<file path="config.mk">
export PLATFORM = sky130hd
export DESIGN_NAME = unidade_controle_jogo_timeout_flat
export DESIGN_NICKNAME = d
export VERILOG_FILES = /design/src/rtl/unidade_controle_jogo_timeout_if.sv /design/src/rtl/unidade_controle_jogo_timeout.sv /design/src/flat_wrapper.sv
export SDC_FILE = /design/constraint.sdc
export NUM_CORES = 1
export LEC_CHECK = 0
export BUFFER_PORTS_ARGS = -buffer_cell sky130_fd_sc_hd__buf_2
export CELL_PAD_IN_SITES_DETAIL_PLACEMENT = 0
export CELL_PAD_IN_SITES_GLOBAL_PLACEMENT = 1
export CORE_UTILIZATION = 47
export CTS_CLUSTER_SIZE = 28
export DETAILED_ROUTE_END_ITERATION = 12
export GPL_TIMING_DRIVEN = 0
export PLACE_DENSITY = 0.85
export SYNTH_ARGS = -nofsm -noshare
export SYNTH_HDL_FRONTEND = slang
export SYNTH_SLANG_ARGS = --single-unit
</file>
<file path="constraint.sdc">
create_clock -name clock -period 3.2 [get_ports clock]
set_input_delay 0.48 -clock clock [delete_from_list [all_inputs] [get_ports clock]]
set_output_delay 0.48 -clock clock [all_outputs]
set_load 0.01 [all_outputs]
</file>
<file path="src/rtl/unidade_controle_jogo_timeout_if.sv">
// unidade_controle_jogo_timeout_if: control-unit <-> datapath signal bundle of the memory game
interface unidade_controle_jogo_timeout_if;
  logic       jogar, jogada, igual, enderecoIgualRodada, fimJogo;
  logic       zeraE, contaE, zeraR, contaR, registraR;
  logic       ganhou, perdeu, pronto, db_timeout;
  logic [3:0] db_estado;
  modport master (
    output jogar, jogada, igual, enderecoIgualRodada, fimJogo,
    input  zeraE, contaE, zeraR, contaR, registraR, ganhou, perdeu, pronto, db_timeout, db_estado
  );
  modport slave (
    input  jogar, jogada, igual, enderecoIgualRodada, fimJogo,
    output zeraE, contaE, zeraR, contaR, registraR, ganhou, perdeu, pronto, db_timeout, db_estado
  );
endinterface

</file>
<file path="src/rtl/unidade_controle_jogo_timeout.sv">
// unidade_controle_jogo_timeout: memory-game control FSM with its own per-play timeout counter
module unidade_controle_jogo_timeout #(
  parameter int TIMEOUT_CICLOS = 150000000
) (
  input logic                          clock,
  input logic                          reset,
  unidade_controle_jogo_timeout_if.slave bus
);
  localparam int TW = $clog2(TIMEOUT_CICLOS);
  typedef enum logic [3:0] {
    INICIAL       = 4'h0,
    PREPARA       = 4'h1,
    INICIO_RODADA = 4'h2,
    ESPERA        = 4'h3,
    REGISTRA      = 4'h4,
    COMPARA       = 4'h5,
    PROX_JOGADA   = 4'h6,
    PROX_RODADA   = 4'h7,
    FIM_ACERTO    = 4'hA,
    FIM_TIMEOUT   = 4'hD,
    FIM_ERRO      = 4'hE
  } estado_t;
  estado_t       r_estado, w_proximo;
  logic [TW-1:0] r_timer;
  logic          w_fim_timer;
  assign w_fim_timer = r_timer == TW'(TIMEOUT_CICLOS - 1);
  // timer clears on leaving ESPERA so it can never run past the terminal count
  always_ff @(posedge clock or posedge reset)
    if (reset) begin
      r_estado <= INICIAL;
      r_timer  <= '0;
    end else begin
      r_estado <= w_proximo;
      r_timer  <= (r_estado == ESPERA && w_proximo == ESPERA) ? r_timer + 1'b1 : '0;
    end
  always_comb begin
    w_proximo = INICIAL;
    case (r_estado)
      INICIAL:       w_proximo = bus.jogar ? PREPARA : INICIAL;
      PREPARA:       w_proximo = INICIO_RODADA;
      INICIO_RODADA: w_proximo = ESPERA;
      ESPERA:        w_proximo = bus.jogada ? REGISTRA : w_fim_timer ? FIM_TIMEOUT : ESPERA;
      REGISTRA:      w_proximo = COMPARA;
      COMPARA:       w_proximo = !bus.igual ? FIM_ERRO :
                                 !bus.enderecoIgualRodada ? PROX_JOGADA :
                                 bus.fimJogo ? FIM_ACERTO : PROX_RODADA;
      PROX_JOGADA:   w_proximo = ESPERA;
      PROX_RODADA:   w_proximo = INICIO_RODADA;
      FIM_ACERTO, FIM_ERRO, FIM_TIMEOUT: w_proximo = bus.jogar ? PREPARA : r_estado;
      default:       w_proximo = INICIAL;
    endcase
  end
  assign bus.zeraE      = r_estado == PREPARA || r_estado == INICIO_RODADA;
  assign bus.zeraR      = r_estado == PREPARA;
  assign bus.contaE     = r_estado == PROX_JOGADA;
  assign bus.contaR     = r_estado == PROX_RODADA;
  assign bus.registraR  = r_estado == REGISTRA;
  assign bus.ganhou     = r_estado == FIM_ACERTO;
  assign bus.perdeu     = r_estado == FIM_ERRO || r_estado == FIM_TIMEOUT;
  assign bus.pronto     = r_estado == FIM_ACERTO || r_estado == FIM_ERRO || r_estado == FIM_TIMEOUT;
  assign bus.db_timeout = r_estado == FIM_TIMEOUT;
  assign bus.db_estado  = r_estado;
endmodule

</file>
<file path="src/flat_wrapper.sv">
// flat-port wrapper written by rule: the top's interface ports become plain ports
module unidade_controle_jogo_timeout_flat 
#(
  parameter int TIMEOUT_CICLOS = 150000000
)
  (clock, reset, bus_jogar, bus_jogada, bus_igual, bus_enderecoIgualRodada, bus_fimJogo, bus_zeraE, bus_contaE, bus_zeraR, bus_contaR, bus_registraR, bus_ganhou, bus_perdeu, bus_pronto, bus_db_timeout, bus_db_estado);
  unidade_controle_jogo_timeout_if bus_i ();
  input logic clock;
  input logic reset;
  input wire logic [$bits(bus_i.jogar)-1:0] bus_jogar;
  input wire logic [$bits(bus_i.jogada)-1:0] bus_jogada;
  input wire logic [$bits(bus_i.igual)-1:0] bus_igual;
  input wire logic [$bits(bus_i.enderecoIgualRodada)-1:0] bus_enderecoIgualRodada;
  input wire logic [$bits(bus_i.fimJogo)-1:0] bus_fimJogo;
  output wire logic [$bits(bus_i.zeraE)-1:0] bus_zeraE;
  output wire logic [$bits(bus_i.contaE)-1:0] bus_contaE;
  output wire logic [$bits(bus_i.zeraR)-1:0] bus_zeraR;
  output wire logic [$bits(bus_i.contaR)-1:0] bus_contaR;
  output wire logic [$bits(bus_i.registraR)-1:0] bus_registraR;
  output wire logic [$bits(bus_i.ganhou)-1:0] bus_ganhou;
  output wire logic [$bits(bus_i.perdeu)-1:0] bus_perdeu;
  output wire logic [$bits(bus_i.pronto)-1:0] bus_pronto;
  output wire logic [$bits(bus_i.db_timeout)-1:0] bus_db_timeout;
  output wire logic [$bits(bus_i.db_estado)-1:0] bus_db_estado;
  assign bus_i.jogar = bus_jogar;
  assign bus_i.jogada = bus_jogada;
  assign bus_i.igual = bus_igual;
  assign bus_i.enderecoIgualRodada = bus_enderecoIgualRodada;
  assign bus_i.fimJogo = bus_fimJogo;
  assign bus_zeraE = bus_i.zeraE;
  assign bus_contaE = bus_i.contaE;
  assign bus_zeraR = bus_i.zeraR;
  assign bus_contaR = bus_i.contaR;
  assign bus_registraR = bus_i.registraR;
  assign bus_ganhou = bus_i.ganhou;
  assign bus_perdeu = bus_i.perdeu;
  assign bus_pronto = bus_i.pronto;
  assign bus_db_timeout = bus_i.db_timeout;
  assign bus_db_estado = bus_i.db_estado;
  unidade_controle_jogo_timeout #(.TIMEOUT_CICLOS(TIMEOUT_CICLOS)) u_core (.clock(clock), .reset(reset), .bus(bus_i));
endmodule
</file>
-- After elaboration in Yosys (flattened, before gate mapping)
Cells that the tools add are included.
- flip-flop bits (word level): 32
- word-level logic and storage cells: 33
- output and inout bits: 13
- bits of input ports: 7
- multiplexer cells: 9
- reduce and logical (&&, ||, !) cells: 9
- eq/ne operators: 12
- add/sub/neg operators: 1
- operators with widths (cell ; count):
    $add 28x1->28 const B ; 1
    $eq 28x28->1 const B ; 1
    $mux 28 ; 1
    $pmux 4 s7 ; 1
    $mux 4 ; 6
    $eq 4x3->1 const B ; 4
    $eq 4x2->1 const B ; 3
    $eq 4x4->1 const B ; 3
    $eq 4x1->1 const B ; 1
    $logic_not 4->1 ; 1
    $logic_or 1x1->1 ; 4
    $reduce_or 2->1 ; 2
    $reduce_or 3->1 ; 1
    $logic_and 1x1->1 ; 1
    $mux 1 ; 1

-- Depth between registers and ports, before layout
Gate-level depths: netlist (run 1).
- depth after elaboration: 7
- depth in mapped cells: 7
- mapped depth without buffers: 5

-- Worst setup path after synthesis (run 1)
No wires, ideal clock.
- path kind: reg2reg
- start: register u_core.r_timer[0]
- end: register u_core.r_timer[22]
- stages on the path, launching flop included: 7
- clock period less this slack: 1.948 ns
- required time: 3.123 ns
- path buffers: 1
- arrival: 1.871 ns
- setup slack: 1.252 ns
- setup time: 0.077 ns
- cells stage by stage: dfrtp_1 -> ha_1 -> nand3_1 -> or4_1 -> buf_2 -> or3_1 -> a21oi_1
- word-level cells in the longest chain between the ends: 7
- elaborated cells on any way between the ends: 8
- classes of those cells: add/sub: 1; eq/ne: 2; mux: 4; reduce/logical: 1
- RTL lines (item ; line ; source):
    start, declared ; unidade_controle_jogo_timeout.sv:24 ; logic [TW-1:0] r_timer;
    start signal, assigned ; unidade_controle_jogo_timeout.sv:34 ; r_timer <= (r_estado == ESPERA && w_proximo == ESPERA) ? r_timer + 1'b1 : '0;
    $eq 28x28->1 ; unidade_controle_jogo_timeout.sv:26 ; assign w_fim_timer = r_timer == TW'(TIMEOUT_CICLOS - 1);
    $mux 4 (2 in a row) ; unidade_controle_jogo_timeout.sv:42 ; ESPERA: w_proximo = bus.jogada ? REGISTRA : w_fim_timer ? FIM_TIMEOUT : ESPERA;
    $pmux 4 s7 ; unidade_controle_jogo_timeout.sv:38 ; case (r_estado)
    $eq 4x2->1 ; unidade_controle_jogo_timeout.sv:34 ;
    $logic_and 1x1->1 ; unidade_controle_jogo_timeout.sv:34 ;
    $mux 28 * ; unidade_controle_jogo_timeout.sv:34 ;
Mark *: on every way between the ends. The rest lies on a longest branch, timed or not.

-- Final worst setup path (run 1)
Ends and elaborated chain as after synthesis.

==> results.cfg, run 1 <==
[timing]
setup_viol = 0
drv_slew = 0
worstMarginPinSlew_ps = 1206
rsz0062_at_grt = false
setup_tns_ps = 0
post-route-period-util_pct = 68.84
finalClockSkew_ps = 11.31
finalCriticalPeriod_ps = 2203
slew_headroom_pct = 19.54
max_freq_ghz = 0.4539
hold_viol_final = 0

[clock_network]
cts_max_path_buffers = 2
cts_tree = yes
path_clk_slew_ps = 70
clk_latency_ps = 280
clock_sinks = 32
holdBufCountCts = 0
cts_max_level = 2
post_cts_resize_count = 0
numCtsBuffers = 5
post_cts_buffers = 0
clockRootBuffer = clkbuf_8

[layout]
antenna_cells = 0
drive_above_1_share_pct = 16.67
area_growth_syn_to_layout_pct = 14.44
nNetsFinal = 235
fin_cells = 276
n_fill_cell = 337

[logic_synthesis]
syn-cell-area_um2 = 1819
yosysTopAreaCell = dfrtp_1
yosysSeqAreaShare_pct = 44.02
synthTopCellsByArea = dfrtp_1 (44%), xnor2_1 (5.8%), a21oi_1 (5.0%)
yosysWarnings = 0
ys_ff_latch = 32
synth.lib_cells_used.distinct = 43
synth_edf_count = 0
async_reset_ff_share_pct = 100.0
syn_inst = 201
synth_ff_type = dfrtp_1
synth_top_area_share_pct = 44.02
syn_avg_cell_area_um2 = 9.051
syn_nets = 209

[placement]
finalWeightedCongestion = 0.8641
placed_cells = 268
dp_hpwl_mm = 2.909
portBuffers = 19

[routing]
vias_per_cell = 5.866
wire_per_inst_um = 14.36
route.top_layer_used = met4
met3_length_um = 163
ant_nets = 0
drtPass1Iterations = 4
initialDrtViolationCount = 149
route.vias.total = 1619
drc = 0
drt_wl_total_mm = 3.963
drt-met1-wl_mm = 1.773
wl_met2_mm = 2.014

[grt]
grt_antenna_before_repair = 0
grt_pass1_wl_mm = 7.003
grt_overflow_total = 0
grt_max_degree = 33
grt_pass1_vias = 1561
grt_usage_pct = 21.47

[status]
status = finished, final reports clean

[power_and_ir_drop]
p_leak_nw = 0.8220
ir_drop_mv = 0.3444
p_per_area_nw_per_um2 = 553.6

[worst_setup_path]
arrival_ps = 2420
worst-path-max-fanout = 10
r2r-start = u_core.r_timer[0]
endpoint_kind = flip-flop
criticalPathCategory = reg2reg
required_ps = 3410
startpoint = u_core.r_timer[0]
startpoint_type = flip-flop

[worst_hold_path]
min_path_type = reg2reg
hold_start = u_core.r_timer[0]

[run]
drv_cap = 0

[floorplan]
core_um2 = 3689
num_rows = 22
initial_core_util_pct = 49.32
fp.dieW_um = 64.22
die_height_um = 64.22
io_pins = 20
die-area_um2 = 4124
==> worst max-delay path, stage by stage (launching register included) <==
cell	delay, ps
dfrtp_1	390
ha_1	220
nand3_1	190
or4_1	630
buf_2	210
or3_1	350
a21oi_1	140
==> per-layer routing <==
layer,GRT usage (%),up-vias
met5,0,-
met4,4.167,0
met3,4.821,2
met2,36.97,40
met1,27.62,788
li1,-,789
==> registers in the layout, indices dropped and copies added (netlist names) <==
name,flops
u_core.bus.db_estado,4
u_core.r_timer,28
==> final timing paths <==
check | to | slack, ps | depth (start not counted)
worst min-delay path | u_core.r_timer[0] | 490 | 1
min in group asynchronous | u_core.r_timer[2] | 510 | 2
worst min register to register | u_core.r_timer[0] | 490 | 1
worst max-delay path | u_core.r_timer[22] | 1000 | 6
worst max register to register | u_core.r_timer[22] | 1000 | 6
max in group asynchronous | u_core.r_timer[18] | 1960 | 2
==> area by class of cell <==
class                      count  area (um^2)  area share [%]
buffer                         9        51.30           2.464
clock inverter                 2        35.03           1.683
multi-input combinational    151        933.4           44.83
clock buffer                   6        72.57           3.486
tap                           48        60.06           2.885
sequential                    32        800.8           38.46
timing repair buffer          19        95.09           4.567
inverter                       9        33.78           1.623
==> cell families after synthesis <==
| family | Yosys count | share of synthesized area, % |
|---|---|---|
| compound gates | 44 | 14.10 |
| xor+xnor | 14 | 6.740 |
| fa+ha+maj | 1 | 0.6876 |
| buf+inv | 18 | 4.676 |
| flops | 32 | 44.02 |
| simple gates | 92 | 29.78 |
==> placed cells by master, fill, tap and decap left out, types with 4 or more instances in the layout <==
master,instances
dfrtp_1,32
or3_1,9
or4_1,6
inv_1,9
a21oi_1,18
clkbuf_1,5
clkbuf_8,5
buf_2,21
nor2_1,23
nand3_1,9
xnor2_1,12
nand2b_1,4
o21ai_0,11
nand4_1,6
nand2_1,8
nor3_1,7
==> power by group <==
part           total (mW)  leakage (nW)  switching, mW  internal, mW
clock               0.378        0.0552          0.147         0.231
sequential          0.448         0.440         0.0187         0.430
combinational       0.326         0.327          0.203         0.124
==> Yosys cell counts (2+ instances only) <==
master / count
dfrtp_1: 32
nor2_1: 23
a21oi_1: 18
xnor2_1: 12
o21ai_0: 11
inv_1: 9
nand3_1: 9
or3_1: 9
nand2_1: 8
nor3_1: 7
nand4_1: 6
or4_1: 6
clkbuf_1: 4
nand2b_1: 4
and4_1: 3
nand3b_1: 3
o31ai_1: 3
a211oi_1: 2
a21o_1: 2
and3_1: 2
buf_2: 2
buf_4: 2
nor4_1: 2
or2_2: 2
xor2_1: 2
==> per-stage QoR <==
stage | area (um^2) | util (%) | setup slack (ps) | power, mW | hold WS, ps
after global placement | 1974 | 53.53 | 1072 | 0.7769 | 464.2
after global routing | 2082 | 56.45 | 872.7 | 1.222 | 518.9
after CTS | 2082 | 56.45 | 990.1 | 1.159 | 494.9
final | 2082 | 56.45 | 997.0 | 1.153 | 487.6
after floorplan | 1819 | - | 1252 | 0.6857 | 451.4
after detailed placement | 1974 | 53.53 | 1003 | 0.7826 | 485.4
(Power assumes the default switching activity.)
==> inputs of run 2 (changes only) <==
CORE_UTILIZATION = 44   (was 47)
PLACE_DENSITY = 0.8   (was 0.85)
clock period = 2.12 ns   (was 3.2 ns; I/O delays follow)
==> run 2 against run 1 <==
Net effect: sequential power grew 57%; core utilization shrank 1.6 points; via count shrank 2.1%; fmax grew 7.9%; non-clock buffer count grew 2; clock skew shrank 5.5 ps; setup slack lost 920 ps; power grew 58%; die area grew 6.6%; design area grew 4.6%; critical path type unchanged; highest routed layer is now met3.
==> results.cfg, run 2 (synthesized netlist as in run 1, its figures left out) <==
[status]
status = finished, final reports clean

[power_and_ir_drop]
p_sw_mw = 0.5576
p_int_mw = 1.259
pwr-share-comb_pct = 26.4
power_frac_seq_pct = 38.7
switching_share_pct = 30.69
clock_power_share_pct = 34.9
p_per_area_nw_per_um2 = 834.4
p_leak_nw = 0.8479
ir_drop_mv = 0.4114
finalPower_mw = 1.817

[floorplan]
num_rows = 23
die-area_um2 = 4396
io_pins = 20
initial_core_util_pct = 45.81
die_height_um = 66.30
core_um2 = 3971
fp.dieW_um = 66.30

[routing]
initialDrtViolationCount = 125
route.vias.total = 1585
drt_wl_total_mm = 3.960
drc = 0
ant_nets = 0
wire_per_inst_um = 14.14
drtPass1Iterations = 4
vias_per_cell = 5.661

[clock_network]
clk_latency_ps = 280
clockRootBuffer = clkbuf_8
cts_max_level = 2
path_clk_slew_ps = 70
clock_sinks = 32
numCtsBuffers = 5
cts_max_path_buffers = 2
cts_tree = yes

[timing]
max_freq_ghz = 0.4896
slew_headroom_pct = 73.67
drv_slew = 0
hold_viol_final = 0
post-route-period-util_pct = 96.34
finalCriticalPeriod_ps = 2042
worstMarginPinSlew_ps = 394.9
finalClockSkew_ps = 5.808
setup_viol = 0

[worst_setup_path]
worst-path-max-fanout = 10
required_ps = 2280
criticalPathCategory = reg2reg
startpoint_type = flip-flop
endpoint_kind = flip-flop
arrival_ps = 2210

[grt]
grt_max_degree = 33
grt_pass1_wl_mm = 6.720
grt_usage_pct = 20.06
grt_antenna_before_repair = 0
grt_pass1_vias = 1491
grt_overflow_total = 0

[layout]
largest_reg_flops = 28
layout_common_cells = dfrtp_1 (32), nor2_1 (23), buf_2 (20)
mostFrequentLayoutCell = dfrtp_1
fin_cells = 280
antenna_cells = 0
area_growth_syn_to_layout_pct = 19.67
regMostFlops = u_core.r_timer
nNetsFinal = 237
drive_above_1_share_pct = 20.00

[placement]
placed_cells = 270
portBuffers = 19
finalWeightedCongestion = 0.7947
dp_hpwl_mm = 2.910

[run]
drv_cap = 0

[worst_hold_path]
min_path_type = in2reg
==> run 2: per-layer routing <==
layer	GRT usage (%)	share of wire [%]
met5	0	0
met4	6.117	0
met3	5.517	4.8
met2	32.91	50
met1	25.51	45
==> run 2: final cells by class <==
type | instances | area (um^2)
Tap cell | 50 | 62.56
Fill cell | 370 | 1794
Buffer | 8 | 50.05
Inverter | 9 | 33.78
Clock buffer | 7 | 96.34
Timing Repair Buffer | 22 | 132.6
Clock inverter | 1 | 30.03
Multi-Input combinational cell | 151 | 970.9
Sequential cell | 32 | 800.8
==> run 2: worst max-delay path: stages, from the launching register on <==
cell	delay, ps
dfrtp_1	440
or4_4	580
nor4_4	320
a21o_1	170
buf_4	170
buf_4	180
nor2_1	60
==> run 2: final timing paths <==
kind / from / endpoint / slack [ps] / cells past startpoint
min in group asynchronous: reset / u_core.r_timer[23] / 480 / 3
hold / removal: bus_jogar / u_core.bus.db_estado[0] / 370 / 3
setup reg to reg: u_core.r_timer[7] / u_core.r_timer[9] / 80 / 6
setup / recovery: u_core.r_timer[7] / u_core.r_timer[9] / 80 / 6
hold reg to reg: u_core.r_timer[0] / u_core.r_timer[0] / 520 / 1
max in group asynchronous: reset / u_core.r_timer[12] / 1230 / 4
==> run 2: through the flow <==
| step | setup WS [ps] | instance area (um^2) | setup TNS [ps] | hold WS (ps) | utilization (%) |
|---|---|---|---|---|---|
| final | 77.65 | 2177 | 0 | 369.5 | 54.82 |
| after global routing | -30.91 | 2177 | -169.2 | 376.9 | 54.82 |
| after CTS | 10.29 | 2111 | 0 | 365.6 | 53.15 |
| after detailed placement | -51.14 | 1977 | -92.91 | 477.6 | 49.78 |
| after global placement | -4.458 | 1977 | -4.458 | 468.0 | 49.78 |
| after floorplan | 171.6 | 1819 | 0 | 434.2 | - |
==> run 2: power groups by stage <==
stage / clock (mW) / combinational, mW / sequential [mW]
2_1_floorplan: 0 / 0.336 / 0.699
3_3_place_gp: 0 / 0.487 / 0.686
3_5_place_dp: 0 / 0.496 / 0.689
4_1_cts: 0.654 / 0.498 / 0.678
5_1_grt: 0.687 / 0.537 / 0.710
6_report: 0.635 / 0.479 / 0.703
==> run 2: what timing repair did <==
| item | in CTS | in global routing |
|---|---|---|
| pin swaps | 0 | 1 |
| endpoints found under the hold margin | 0 | 6 |
| gates resized for setup | 2 | 7 |
| setup buffers | 0 | 1 |
| endpoints found under the setup margin | 4 | 15 |
| hold buffers | 0 | 1 |
